File: src/rtl/rlbp_pkg.sv
// Shared state encoding and default timing constants for the rlbp frame sequencer.
package rlbp_pkg;

   typedef enum logic [2:0] {
      RLBP_IDLE = 3'd0,
      RLBP_RST  = 3'd1,
      RLBP_INT  = 3'd2,
      RLBP_SEL  = 3'd3,
      RLBP_SH   = 3'd4,
      RLBP_CMP  = 3'd5,
      RLBP_OUT  = 3'd6
   } rlbp_state_e;

   localparam int RLBP_NPIX  = 12;
   localparam int RLBP_T_RST = 4;
   localparam int RLBP_T_SET = 2;
   localparam int RLBP_T_SH  = 4;
   localparam int RLBP_T_CMP = 3;

endpackage

File: src/rtl/rlbp_seq_if.sv
// Pattern handoff from the frame sequencer to the digital readout (valid/ready).
interface rlbp_seq_if #(
   parameter int NPIX = 12
);
   logic [NPIX-1:0] pat_o;
   logic            pat_valid_o;
   logic            pat_ready_i;

   modport master (output pat_o, output pat_valid_o, input pat_ready_i);
   modport slave  (input pat_o, input pat_valid_o, output pat_ready_i);
endinterface

File: src/rtl/rlbp_sync2.sv
// Two-flop synchronizer for the asynchronous comparator output.
// Latency: 2 cycles. Backpressure: none.
// Reset clears both stages asynchronously.
module rlbp_sync2 (
   input  logic clk,
   input  logic rst_n,
   input  logic d,
   output logic q
);
   logic meta;

   always_ff @(posedge clk or negedge rst_n) begin
      if (!rst_n) begin
         meta <= 1'b0;
         q    <= 1'b0;
      end else begin
         meta <= d;
         q    <= meta;
      end
   end
endmodule

File: src/rtl/rlbp_seq.sv
// Frame sequencer: reset/integrate, then per-pair select/sample/compare, packing one compare bit per pair.
// Latency: T_RST + max(t_int,1) + NPIX*(T_SET+T_SH+T_CMP) cycles to pat_valid_o (+2*NPIX+1 with RLBP_SEQ_SERIAL_EN).
// Backpressure: pattern held in OUT until pat_ready_i; start_i ignored while busy, abort_i always wins.
module rlbp_seq
   import rlbp_pkg::*;
#(
   parameter int NPIX  = RLBP_NPIX,
   parameter int INT_W = 16,
   parameter int T_RST = RLBP_T_RST,
   parameter int T_SET = RLBP_T_SET,
   parameter int T_SH  = RLBP_T_SH,
   parameter int T_CMP = RLBP_T_CMP
) (
   input  logic             wb_clk_i,
   input  logic             wb_rst_ni,
   input  logic             start_i,
   input  logic             abort_i,
   input  logic [INT_W-1:0] t_int_i,
   input  logic             cmp_i,
   output logic             sh_rst_o,
   output logic             sw1_o,
   output logic             sw2_o,
   output logic             sh_o,
   output logic             sh_cmp_o,
   output logic [NPIX-1:0]  pd_a_o,
   output logic [NPIX-1:0]  pd_b_o,
   output logic             busy_o,
`ifdef RLBP_SEQ_SERIAL_EN
   output logic             ser_clk_o,
   output logic             ser_data_o,
   output logic             ser_done_o,
`endif
   rlbp_seq_if.master       pat_if
);

   localparam int CNT_W = (INT_W > 8) ? INT_W : 8;
   localparam int K_W   = (NPIX > 1) ? $clog2(NPIX) : 1;
   localparam logic [K_W-1:0] K_LAST = K_W'(NPIX - 1);

   localparam logic [2:0] ST_IDLE = RLBP_IDLE;
   localparam logic [2:0] ST_RST  = RLBP_RST;
   localparam logic [2:0] ST_INT  = RLBP_INT;
   localparam logic [2:0] ST_SEL  = RLBP_SEL;
   localparam logic [2:0] ST_SH   = RLBP_SH;
   localparam logic [2:0] ST_CMP  = RLBP_CMP;
   localparam logic [2:0] ST_OUT  = RLBP_OUT;

   logic [2:0]       state, nxt_state;
   logic [CNT_W-1:0] cnt, nxt_cnt, tint_ld;
   logic [K_W-1:0]   k, nxt_k;
   logic [INT_W-1:0] t_int_q;
   logic [NPIX-1:0]  pat_acc, pat_q, nxt_pat;
   logic             pat_valid_q, valid_nxt, out_nxt, pix_nxt, cmp_s, last_cmp;

   rlbp_sync2 u_sync (
      .clk   (wb_clk_i),
      .rst_n (wb_rst_ni),
      .d     (cmp_i),
      .q     (cmp_s)
   );

   // Down-counter holds (duration - 1); a zero integration time still spends one cycle in INT.
   assign tint_ld  = (t_int_q == '0) ? '0 : CNT_W'(t_int_q - INT_W'(1));
   assign last_cmp = (state == ST_CMP) && (cnt == '0) && !abort_i;
   assign out_nxt  = (nxt_state == ST_OUT);
   assign pix_nxt  = (nxt_state == ST_SEL) || (nxt_state == ST_SH) || (nxt_state == ST_CMP);

   always_comb begin
      nxt_state = state;
      nxt_cnt   = cnt;
      nxt_k     = k;
      nxt_pat   = pat_q;
      if (abort_i) begin
         nxt_state = ST_IDLE;
         nxt_cnt   = '0;
      end else if (state != ST_IDLE && state != ST_OUT && cnt != '0) begin
         nxt_cnt = cnt - CNT_W'(1);
      end else begin
         case (state)
            ST_IDLE: if (start_i) begin
               nxt_state = ST_RST;
               nxt_cnt   = CNT_W'(T_RST - 1);
            end
            ST_RST: begin
               nxt_state = ST_INT;
               nxt_cnt   = tint_ld;
            end
            ST_INT: begin
               nxt_state = ST_SEL;
               nxt_k     = '0;
               nxt_cnt   = CNT_W'(T_SET - 1);
            end
            ST_SEL: begin
               nxt_state = ST_SH;
               nxt_cnt   = CNT_W'(T_SH - 1);
            end
            ST_SH: begin
               nxt_state = ST_CMP;
               nxt_cnt   = CNT_W'(T_CMP - 1);
            end
            ST_CMP: begin
               if (k == K_LAST) begin
                  nxt_state  = ST_OUT;
                  nxt_pat    = pat_acc;
                  nxt_pat[k] = cmp_s;
               end else begin
                  nxt_state = ST_SEL;
                  nxt_k     = k + K_W'(1);
                  nxt_cnt   = CNT_W'(T_SET - 1);
               end
            end
            ST_OUT: if (pat_valid_q && pat_if.pat_ready_i) nxt_state = ST_IDLE;
            default: nxt_state = ST_IDLE;
         endcase
      end
   end

`ifdef RLBP_SEQ_SERIAL_EN
   localparam int SER_W = $clog2(2 * NPIX + 2);
   localparam logic [SER_W-1:0] SER_DONE = SER_W'(2 * NPIX);
   localparam logic [SER_W-1:0] SER_LAST = SER_W'(2 * NPIX + 1);
   localparam logic [NPIX-1:0]  MSB_MASK = NPIX'(1) << (NPIX - 1);

   logic [SER_W-1:0] ser_cnt, nxt_ser;
   logic             ser_msb;

   // Two cycles per bit; the counter parks on SER_LAST, which is the cycle valid rises.
   always_comb begin
      nxt_ser = '0;
      if (state == ST_OUT && out_nxt)
         nxt_ser = (ser_cnt == SER_LAST) ? ser_cnt : ser_cnt + SER_W'(1);
   end

   assign ser_msb   = |((nxt_pat << nxt_ser[SER_W-1:1]) & MSB_MASK);
   assign valid_nxt = out_nxt && (nxt_ser == SER_LAST);

   always_ff @(posedge wb_clk_i or negedge wb_rst_ni) begin
      if (!wb_rst_ni) begin
         ser_cnt    <= '0;
         ser_clk_o  <= 1'b0;
         ser_data_o <= 1'b0;
         ser_done_o <= 1'b0;
      end else begin
         ser_cnt    <= nxt_ser;
         ser_clk_o  <= out_nxt && (nxt_ser < SER_DONE) && nxt_ser[0];
         ser_data_o <= out_nxt && (nxt_ser < SER_DONE) && ser_msb;
         ser_done_o <= out_nxt && (nxt_ser == SER_DONE);
      end
   end
`else
   assign valid_nxt = out_nxt;
`endif

   always_ff @(posedge wb_clk_i or negedge wb_rst_ni) begin
      if (!wb_rst_ni) begin
         state       <= ST_IDLE;
         cnt         <= '0;
         k           <= '0;
         t_int_q     <= '0;
         pat_acc     <= '0;
         pat_q       <= '0;
         pat_valid_q <= 1'b0;
         sh_rst_o    <= 1'b0;
         sw1_o       <= 1'b0;
         sw2_o       <= 1'b0;
         sh_o        <= 1'b0;
         sh_cmp_o    <= 1'b0;
         pd_a_o      <= '0;
         pd_b_o      <= '0;
         busy_o      <= 1'b0;
      end else begin
         state <= nxt_state;
         cnt   <= nxt_cnt;
         k     <= nxt_k;
         pat_q <= nxt_pat;
         if (state == ST_IDLE && nxt_state == ST_RST) t_int_q <= t_int_i;
         if (last_cmp) pat_acc[k] <= cmp_s;
         // Strobes decode the next state so every analog control pin is a clean flop output.
         sh_rst_o    <= (nxt_state == ST_RST);
         sw1_o       <= (nxt_state == ST_RST);
         sw2_o       <= (nxt_state == ST_SH);
         sh_o        <= (nxt_state == ST_SH);
         sh_cmp_o    <= (nxt_state == ST_CMP);
         pd_a_o      <= pix_nxt ? (NPIX'(1) << nxt_k) : '0;
         pd_b_o      <= pix_nxt ? (NPIX'(1) << nxt_k) : '0;
         busy_o      <= (nxt_state != ST_IDLE);
         pat_valid_q <= valid_nxt;
      end
   end

   assign pat_if.pat_o       = pat_q;
   assign pat_if.pat_valid_o = pat_valid_q;

endmodule
File: src/flat_wrapper.sv
// flat-port wrapper written by rule: the top's interface ports become plain ports
module rlbp_seq_flat import rlbp_pkg::*;
#(
   parameter int NPIX  = RLBP_NPIX,
   parameter int INT_W = 16,
   parameter int T_RST = RLBP_T_RST,
   parameter int T_SET = RLBP_T_SET,
   parameter int T_SH  = RLBP_T_SH,
   parameter int T_CMP = RLBP_T_CMP
)
  (wb_clk_i, wb_rst_ni, start_i, abort_i, t_int_i, cmp_i, sh_rst_o, sw1_o, sw2_o, sh_o, sh_cmp_o, pd_a_o, pd_b_o, busy_o, pat_if_pat_o, pat_if_pat_valid_o, pat_if_pat_ready_i);
  rlbp_seq_if #(.NPIX(NPIX)) pat_if_i ();
  input  logic wb_clk_i;
  input  logic wb_rst_ni;
  input  logic start_i;
  input  logic abort_i;
  input  logic [INT_W-1:0] t_int_i;
  input  logic cmp_i;
  output logic sh_rst_o;
  output logic sw1_o;
  output logic sw2_o;
  output logic sh_o;
  output logic sh_cmp_o;
  output logic [NPIX-1:0] pd_a_o;
  output logic [NPIX-1:0] pd_b_o;
  output logic busy_o;
  output wire logic [$bits(pat_if_i.pat_o)-1:0] pat_if_pat_o;
  output wire logic [$bits(pat_if_i.pat_valid_o)-1:0] pat_if_pat_valid_o;
  input wire logic [$bits(pat_if_i.pat_ready_i)-1:0] pat_if_pat_ready_i;
  assign pat_if_pat_o = pat_if_i.pat_o;
  assign pat_if_pat_valid_o = pat_if_i.pat_valid_o;
  assign pat_if_i.pat_ready_i = pat_if_pat_ready_i;
  rlbp_seq #(.NPIX(NPIX), .INT_W(INT_W), .T_RST(T_RST), .T_SET(T_SET), .T_SH(T_SH), .T_CMP(T_CMP)) u_core (.wb_clk_i(wb_clk_i), .wb_rst_ni(wb_rst_ni), .start_i(start_i), .abort_i(abort_i), .t_int_i(t_int_i), .cmp_i(cmp_i), .sh_rst_o(sh_rst_o), .sw1_o(sw1_o), .sw2_o(sw2_o), .sh_o(sh_o), .sh_cmp_o(sh_cmp_o), .pd_a_o(pd_a_o), .pd_b_o(pd_b_o), .busy_o(busy_o), .pat_if(pat_if_i));
endmodule
File: config.mk
export PLATFORM = sky130hd
export DESIGN_NAME = rlbp_seq_flat
export DESIGN_NICKNAME = d
export VERILOG_FILES = /design/src/rtl/rlbp_pkg.sv /design/src/rtl/rlbp_seq_if.sv /design/src/rtl/rlbp_sync2.sv /design/src/rtl/rlbp_seq.sv /design/src/flat_wrapper.sv
export SDC_FILE = /design/constraint.sdc
export NUM_CORES = 1
export LEC_CHECK = 0
export CAP_MARGIN = 10
export CORE_MARGIN = 2
export CORE_UTILIZATION = 30
export DETAILED_ROUTE_END_ITERATION = 10
export PLACE_DENSITY_LB_ADDON = 0.12
export SKIP_LAST_GASP = 1
export SYNTH_ARGS = -nofsm -noshare
export SYNTH_HDL_FRONTEND = slang
export SYNTH_SLANG_ARGS = --single-unit
File: constraint.sdc
create_clock -name wb_clk_i -period 3.75 [get_ports wb_clk_i]
set_clock_uncertainty 0.1 [all_clocks]
set_input_delay 0.75 -clock wb_clk_i [delete_from_list [all_inputs] [get_ports wb_clk_i]]
set_output_delay 0.75 -clock wb_clk_i [all_outputs]
set_load 0.02 [all_outputs]
==> reports/metrics.cfg <==
[cts]
ctsResizeCount = 0
cts_made_buffers = 9
post_cts_buffers = 0
cts_sinks = 81
clock_latency_ns = 0.34
clkTransAtPathRegs_ns = 0.06
clockBufferDepth = 2
htree_levels = 3
hold_buffers = 0
clock-root-buffer = clkbuf_16
tritoncts = yes

[synthesis]
synth_warnings = 0
synthArstFlopShare = 1.00
synth_top_area_frac = 0.448
synthFlopType = dfrtp_1
synth.distinct_cells = 61
syn_inst = 460
syn_area_sq_um = 4530
syn_nets = 489
yosysTopAreaCell = dfrtp_1
seq_area_frac_synth = 0.448
avgSynthCellArea_sq_um = 9.84
synth-seq-cells = 81
synth-edff-count = 0
ys_top_cells_by_area = dfrtp_1 (45%), mux2_2 (7.0%), nand2_1 (4.6%), o21ai_0 (4.2%), buf_4 (2.5%)

[sta]
fin_crit_sh = 0.794
slew_violations = 0
hold_viol = 0
setup_viol = 0
fin_setup_tns_ns = 0
max_slew.worst_pin.slew_ns = 0.721
relSlewSlack = 0.519
grt_setup_unrepaired = false
layout_min_cycle_time_ns = 2.98
fmax_mhz = 336

[finish]
final_cell_mix = dfrtp_1 (81), clkdlybuf4s50_1 (63), nand2_1 (56)
antennaDiodeCount = 0
final_area_sq_um = 5620
mostFrequentLayoutCell = dfrtp_1
layout.nets = 541
drive_gt1_frac = 0.147
fillers = 1467
syn_to_final_growth_pct = 24.1

[worst_hold_path]
hp-class = flop to flop
hold_start = u_core.u_sync.meta$_DFF_PN0_

[worst_setup_path]
cp.arrival_ns = 3.13
r2r-start = u_core.cnt[0]$_DFFE_PN0P_
start_kind = flop
cp-startpoint = u_core.cnt[0]$_DFFE_PN0P_
worstSetupEndpointType = flop
critPathMaxFanout = 15
cp.required_ns = 3.91
setup.worst_path.class = flop to flop

[run]
maxCapViolCount = 0

[pwr]
ir_worst_vdd_uv = 285
leakage_uw = 0.00232
p_per_area_nw_per_um2 = 717

[drt]
via_per_inst = 5.24
vias = 3671
drc = 0
dr.pass1.iters = 4
wirelength_mm = 10.8
antenna_left = 0
routedWlPerCell_microns = 15.4
drtIter0Drc = 207

[floorplanning]
num_io_pins = 65
die_h_microns = 127
num_rows = 44
die_area_sq_um = 16100
initial_core_util = 0.309
dieWidth_microns = 127
core_area_sq_um = 14600

[global_routing]
grt_pass1_vias = 3622
antenna_found_initial = 0
grtUsageTotal = 0.144
grt-ovfl-total = 0
grt_pass1_wl_mm = 18.6
grt_max_degree = 56

[placed_design]
portBuffers = 64
place_congestion = 0.784
place_area_sq_um = 5300
dp_hpwl_mm = 7.82

[run_status]
status = finished clean

cells in the mapped netlist (6+ instances only):
cell type  number
a21oi_1        14
a31oi_1         6
buf_4          15
clkbuf_1       15
dfrtp_1        81
ha_1            7
inv_1          13
mux2_2         28
mux2i_1         9
nand2_1        56
nor2_1         29
nor3_1         22
nor4_1          8
o21ai_0        38
or4_1           6
xor2_1         10
cell type report:
cell class,count,area (sq um),share of cell area
Tap cell,184,230,0.0410
Multi-Input combinational cell,332,2270,0.405
Clock inverter,4,76.3,0.0136
Inverter,14,52.6,0.00935
Sequential cell,81,2030,0.361
Clock buffer,12,246,0.0439
Timing Repair Buffer,74,713,0.127
power breakdown:
part	total (uW)	switching (uW)	internal (uW)
registers	1340	277	1060
logic	1730	1020	718
clock network	954	352	603
metal layers:
metal / GRT usage / share of wire / up-vias
met3: 0.0253 / 0.039 / 14
met5: 0 / 0 / -
li1: - / - / 1777
met1: 0.190 / 0.47 / 1784
met4: 0.0640 / 0.021 / 0
met2: 0.231 / 0.47 / 96
stage by stage:
| stage | utilization | hold slack (ns) | total power, uW | instances | worst slack [ns] |
|---|---|---|---|---|---|
| floorplan | - | 0.231 | 2570 | 460 | 1.29 |
| finish | 0.384 | 0.247 | 4030 | 701 | 0.774 |
| CTS | 0.384 | 0.250 | 4070 | 701 | 0.765 |
| global route | 0.384 | 0.255 | 4340 | 701 | 0.401 |
| detailed placement | 0.362 | 0.236 | 3090 | 685 | 0.589 |
| global placement | 0.362 | 0.236 | 3080 | 685 | 0.688 |
kinds of logic after synthesis:
group	Yosys count	share of synthesized area
compound gates	101	0.149
xor+xnor	15	0.0290
fa+ha+maj	7	0.0193
buf+inv	47	0.0522
flops	81	0.448
mux	37	0.0895
simple gates	172	0.214
flip-flops by register name, indices dropped and copies added (netlist names):
name                       count
u_core.t_int_q                16
u_core.sw2_o                   1
u_core.pat_acc                11
u_core.cnt                    16
u_core.pat_if.pat_o           12
u_core.sh_cmp_o                1
u_core.state                   3
u_core.u_sync.q                1
u_core.k                       4
u_core.sh_rst_o                1
u_core.u_sync.meta             1
u_core.busy_o                  1
u_core.pd_a_o                 12
u_core.pat_if.pat_valid_o      1
worst max-delay path: stages, from the launching register on:
cell,delay (ns)
dfrtp_1,0.41
inv_1,0.11
ha_1,0.20
nor3b_1,0.40
nand4_2,0.30
and2_1,0.45
nor2_1,0.58
a22oi_1,0.18
o21ai_0,0.17
path summary, 6_finish.rpt:
kind	endpoint	slack [ns]	depth (start not counted)
max	u_core.cnt[11]$_DFFE_PN0P_	0.77	8
min	u_core.u_sync.q$_DFF_PN0_	0.25	0
max reg2reg	u_core.cnt[11]$_DFFE_PN0P_	0.77	8
min reg2reg	u_core.u_sync.q$_DFF_PN0_	0.25	0
max in group asynchronous	u_core.t_int_q[13]$_DFFE_PN0P_	2.50	2
min in group asynchronous	u_core.pd_a_o[11]$_DFF_PN0_	0.37	1
(Power assumes the default switching activity.)
